`config.mk`:
```
export PLATFORM = sky130hd
export DESIGN_NAME = adder_sum_accumulator
export DESIGN_NICKNAME = d
export VERILOG_FILES = /design/src/rtl/adder_pkg.sv /design/src/rtl/adder_sum_accumulator.sv
export SDC_FILE = /design/constraint.sdc
export NUM_CORES = 1
export LEC_CHECK = 0
export CAP_MARGIN = 20
export CORE_MARGIN = 3
export CORE_UTILIZATION = 35
export CTS_CLUSTER_SIZE = 25
export DETAILED_ROUTE_END_ITERATION = 7
export GPL_TIMING_DRIVEN = 1
export MAX_ROUTING_LAYER = met4
export RECOVER_POWER = 100
export SYNTH_ARGS = -nofsm -noshare
export SYNTH_HDL_FRONTEND = slang
export SYNTH_SLANG_ARGS = --single-unit
```
`constraint.sdc`:
```
create_clock -name clk -period 1.8 [get_ports clk]
set_input_delay 0.27 -clock clk [delete_from_list [all_inputs] [get_ports clk]]
set_output_delay 0.27 -clock clk [all_outputs]
set_load 0.02 [all_outputs]
```
`src/rtl/adder_pkg.sv`:
```
// Shared types and default sizing for the adder and its downstream sum accumulator.
package adder_pkg;

  typedef enum logic {ACC_ACCUM, ACC_HOLD} acc_state_e;

  localparam int ADDER_WIDTH   = 4;
  localparam int ACC_WIDTH_DEF = 6;
  localparam int COUNT_N_DEF   = 4;

endpackage

```
`src/rtl/adder_sum_accumulator.sv`:
```
// Reduces the adder result stream in blocks of COUNT_N sums; each block total
// (modulo 2^ACC_WIDTH, plus a sticky overflow flag) is offered on a valid/ready port.
module adder_sum_accumulator
  import adder_pkg::*;
#(
  parameter int WIDTH     = ADDER_WIDTH,
  parameter int ACC_WIDTH = ACC_WIDTH_DEF,
  parameter int COUNT_N   = COUNT_N_DEF
) (
  input  logic                 clk,
  input  logic                 rst,
  input  logic                 clear,
  input  logic                 in_valid,
  output logic                 in_ready,
  input  logic [WIDTH-1:0]     in_sum,
  output logic                 out_valid,
  input  logic                 out_ready,
  output logic [ACC_WIDTH-1:0] out_acc,
  output logic                 out_overflow
);

  localparam int CW = $clog2(COUNT_N);
  localparam logic [CW-1:0] LAST_IDX = CW'(COUNT_N - 1);

  if (ACC_WIDTH < WIDTH) begin : g_bad_acc_width
    $error("ACC_WIDTH must be >= WIDTH");
  end
  if (COUNT_N < 2) begin : g_bad_count_n
    $error("COUNT_N must be >= 2");
  end

  // Handshakes: a beat moves on a rising edge where valid && ready. in_ready is
  // high only in ACCUM and out_valid only in HOLD, so the two never overlap.
  acc_state_e           state_q, state_d;
  logic [ACC_WIDTH-1:0] acc_q, acc_d;
  logic [CW-1:0]        count_q, count_d;
  logic                 ovf_q, ovf_d;

  logic                 in_xfer;
  logic                 out_xfer;
  logic [ACC_WIDTH:0]   sum_ext;

  assign in_ready     = (state_q == ACC_ACCUM);
  assign out_valid    = (state_q == ACC_HOLD);
  assign out_acc      = acc_q;
  assign out_overflow = ovf_q;

  assign in_xfer  = in_valid && in_ready;
  assign out_xfer = out_valid && out_ready;
  assign sum_ext  = {1'b0, acc_q} + {{(ACC_WIDTH + 1 - WIDTH){1'b0}}, in_sum};

  always_comb begin
    state_d = state_q;
    acc_d   = acc_q;
    count_d = count_q;
    ovf_d   = ovf_q;
    if (in_xfer) begin
      acc_d   = sum_ext[ACC_WIDTH-1:0];
      ovf_d   = ovf_q | sum_ext[ACC_WIDTH];
      count_d = count_q + 1'b1;
      if (count_q == LAST_IDX) begin
        state_d = ACC_HOLD;
      end
    end else if (out_xfer) begin
      state_d = ACC_ACCUM;
      acc_d   = '0;
      count_d = '0;
      ovf_d   = 1'b0;
    end
  end

  // clear aborts exactly like rst, discarding any transfer in the same cycle.
  always_ff @(posedge clk) begin
    if (rst || clear) begin
      state_q <= ACC_ACCUM;
      acc_q   <= '0;
      count_q <= '0;
      ovf_q   <= 1'b0;
    end else begin
      state_q <= state_d;
      acc_q   <= acc_d;
      count_q <= count_d;
      ovf_q   <= ovf_d;
    end
  end

endmodule

```
==> flow_metrics.py, run 1 <==
metrics = {
    "logic_synthesis": {
        "seq_area_frac_synth": 0.358,
        "syn_nets": 76,
        "synthTopCellsByArea": "dfxtp_1 36%, ha_1 11%, nor2_1 6.7%, a21oi_1 4.5%, a22oi_1 4.0%",
        "syn_area_per_cell_sq_um": 9.17,
        "yosysWarnings": 0,
        "synth_top_area_share": 0.358,
        "synth_edf_count": 0,
        "synth_commonest_cells": "10 x dfxtp_1, 10 x nor2_1, 5 x a21oi_1, 5 x ha_1, 3 x a22oi_1",
        "synth.ff_latch_count": 10,
        "synth_cell_types": 28,
        "synth_ff_type": "dfxtp_1",
        "synth_area_sq_um": 559,
        "yosys.area.top_type": "dfxtp_1",
        "synth-async-reset-ratio": 0,
        "syn_inst": 61,
    },
    "die": {
        "io_pins": 18,
        "core_area_sq_um": 1400,
        "start_util": 0.400,
        "die_h_um": 46.0,
        "die_w_um": 46.0,
        "die_area_sq_um": 2110,
        "rows": 13,
    },
    "place": {
        "gp_congestion": 0.752,
        "place_hpwl_um": 957,
        "portBuffers": 17,
        "dp.cells": 96,
        "dp_slack_ns": -0.244,
    },
    "worst_setup_path": {
        "slowest_delay_ns": 0.41,
        "cp-start-kind": "input port",
        "crit_buf_inv": 1,
        "cp.depth": 7,
        "r2r_setup_slack_ns": 0.16,
        "r2r_cells": 6,
        "reg2reg_from": "out_acc[0]$_SDFFE_PP0P_",
        "cp_max_fo": 3,
        "end_kind": "flip-flop",
        "crit_arrival_ns": 1.95,
        "cpMaxStageDelayCell": "clkdlybuf4s50_1",
        "path_class": "input port to flip-flop",
        "worstPathRequired_ns": 1.99,
        "path_cells": "clkdlybuf4s50_1, ha_1, fa_1, a21o_1, a21oi_2, o221ai_1, a21oi_1",
        "critPathTopFamily": "compound AO/OA/AOI/OAI gates",
        "r2r-end": "out_acc[4]$_SDFFE_PP0P_",
    },
    "timing": {
        "fmax_ghz": 0.569,
        "hold_viol_final": 0,
        "finalCritPeriodShare": 0.977,
        "setup_ws_ns": 0.0413,
        "relSlewSlack": 0.666,
        "tightest_slew_ns": 0.500,
        "fin_crit_ns": 1.76,
        "setup_viol": 0,
        "rsz0062_at_grt": "yes",
        "skew_ns": 0.00251,
        "drv_slew": 0,
    },
    "worst_hold_path": {
        "whs_endpoint": "out_overflow$_SDFFE_PP0P_",
        "hold_depth": 2,
        "min_path_type": "flip-flop to flip-flop",
        "hold_start": "out_overflow$_SDFFE_PP0P_",
    },
    "power_and_ir_drop": {
        "internal_power_uw": 400,
        "total_power_uw": 531,
        "p_seq_frac": 0.436,
        "power.density_nw_per_um2": 657,
        "combPwrFrac": 0.178,
        "power_frac_clock": 0.385,
        "peakVddDrop_mv": 0.437,
        "leakage_uw": 0.000348,
        "switchingPower_uw": 131,
        "sw_frac_of_total": 0.247,
    },
    "final_layout": {
        "antennaDiodeCount": 0,
        "area_growth_pct": 44.5,
        "multi_input_area_sq_um": 337,
        "nNetsFinal": 101,
        "ff_latch_area_sq_um": 201,
        "drive_gt1_frac": 0.153,
        "finalNonFillerCells": 100,
        "fill_cells": 130,
    },
    "cts": {
        "cts_sinks": 10,
        "cts_tree": "built",
        "cts_setup_buffers": 0,
        "clkLatencyLatePin_ns": 0.26,
        "cts_buffers": 3,
        "cts.path.max_buffers": 2,
        "root_buffer": "clkbuf_4",
        "postCtsHoldBufs": 0,
        "clk_pin_slew_worst_paths_ns": 0.07,
        "h-tree-depth": 1,
    },
    "routing": {
        "post_drt_wl_per_cell_um": 12.8,
        "drc_errors": 0,
        "num_vias": 534,
        "wirelength_um": 1280,
        "antenna_left": 0,
        "dr.pass1.iters": 4,
        "drt_iter0_markers": 8,
        "via_per_inst": 5.34,
    },
    "global_route": {
        "gr-total-overflow": 0,
        "grt_pass1_vias": 466,
        "grt_antenna_before_repair": 0,
        "grt_pass1_wl_um": 2070,
        "grt_max_degree": 10,
        "grt.total_usage": 0.144,
    },
    "job": {
        "cap_violations": 0,
    },
    "run_status": {
        "status": "finished clean",
    },
}
[layout make-up]
class,count,area share
Multi-Input combinational cell,47,0.416
Clock buffer,4,0.0449
Timing Repair Buffer,22,0.257
Tap cell,15,0.0232
Inverter,2,0.00929
Sequential cell,10,0.249
[per-layer routing]
| metal | GRT usage | up-vias | share of wire |
|---|---|---|---|
| li1 | - | 271 | - |
| met1 | 0.193 | 237 | 0.49 |
| met2 | 0.192 | 24 | 0.43 |
| met3 | 0.0593 | 2 | 0.076 |
| met4 | 0.0511 | 0 | 0.0023 |
| met5 | - | - | 0 |
[stage by stage]
step | instance area (sq um) | util | TNS, ns | hold slack (ns)
final | 808 | 0.578 | 0 | 0.465
after global routing | 808 | 0.578 | -0.0208 | 0.488
after CTS | 806 | 0.576 | 0 | 0.471
after detailed placement | 769 | 0.550 | -0.765 | 0.460
after global placement | 769 | 0.550 | -0.615 | 0.463
after floorplan | 559 | - | 0 | 0.429
[worst max-delay path by stage]
stage,endpoint,from
final,out_acc[4]$_SDFFE_PP0P_,in_sum[0]
after global routing,out_acc[4]$_SDFFE_PP0P_,in_sum[0]
after CTS,out_acc[4]$_SDFFE_PP0P_,in_sum[0]
after detailed placement,out_acc[4]$_SDFFE_PP0P_,in_sum[0]
after global placement,out_acc[4]$_SDFFE_PP0P_,in_sum[0]
after floorplan,out_acc[4]$_SDFFE_PP0P_,out_acc[0]$_SDFFE_PP0P_
[kinds of logic (layout without fill, tap and decap cells)]
| kind of cell | count (synthesis) | count (layout) | share of synthesized area |
|---|---|---|---|
| AND/OR/NAND/NOR | 21 | 21 | 0.199 |
| flip-flops | 10 | 10 | 0.358 |
| XOR/XNOR | 2 | 2 | 0.0313 |
| AO/OA/AOI/OAI | 17 | 17 | 0.204 |
| multiplexers | 1 | 1 | 0.0179 |
| adder cells (fa/ha/maj) | 6 | 6 | 0.148 |
| buffers and inverters | 4 | 28 | 0.0425 |
[registers in the layout, indices dropped and copies added (netlist names)]
signal	count
out_valid	1
out_overflow	1
out_acc	6
count_q	2
[repair_timing]
| action | 4_1_cts | 5_1_grt |
|---|---|---|
| gates resized for setup | 0 | 2 |
| endpoints found under the hold margin | 0 | 0 |
| setup endpoints to repair | 0 | 4 |
[worst min-delay path: cells and delay by family, from the launching register on]
family / cells / cell delay (ns)
simple gates: 1 / 0.05
compound gates: 1 / 0.06
flops: 1 / 0.31
[power by group through the flow]
stage,Combinational (uW),Clock [uW],Sequential (uW)
global route,103,232,232
detailed placement,94.7,0,237
floorplan,45.4,0,241
global placement,94.8,0,237
finish,94.8,205,232
CTS,95.3,213,232
[cell usage in the layout (no fill, tap or decap), types with 2 or more instances in the layout]
| master | synthesis | layout |
|---|---|---|
| inv_1 | 2 | 2 |
| dlygate4sd3_1 | 0 | 7 |
| nor2b_1 | 1 | 2 |
| a211oi_1 | 2 | 2 |
| a22oi_1 | 3 | 3 |
| or3_1 | 2 | 2 |
| a21oi_1 | 5 | 4 |
| nand2_1 | 2 | 2 |
| buf_4 | 0 | 5 |
| clkdlybuf4s50_1 | 0 | 10 |
| ha_1 | 5 | 5 |
| dfxtp_1 | 10 | 9 |
| a21oi_2 | 1 | 2 |
| clkbuf_4 | 0 | 3 |
| xnor2_1 | 2 | 2 |
| nor2_1 | 10 | 10 |
(Power assumes the default switching activity.)
==> run 2, diff against run 1 <==
--- a/config.mk
+++ b/config.mk
@@ -13,6 +13,7 @@
 export GPL_TIMING_DRIVEN = 1
 export MAX_ROUTING_LAYER = met4
 export RECOVER_POWER = 100
+export SLEW_MARGIN = 20
 export SYNTH_ARGS = -nofsm -noshare
 export SYNTH_HDL_FRONTEND = slang
 export SYNTH_SLANG_ARGS = --single-unit
==> results of run 2 <==
The final DEF is identical to that of run 1; final timing and power are the same.
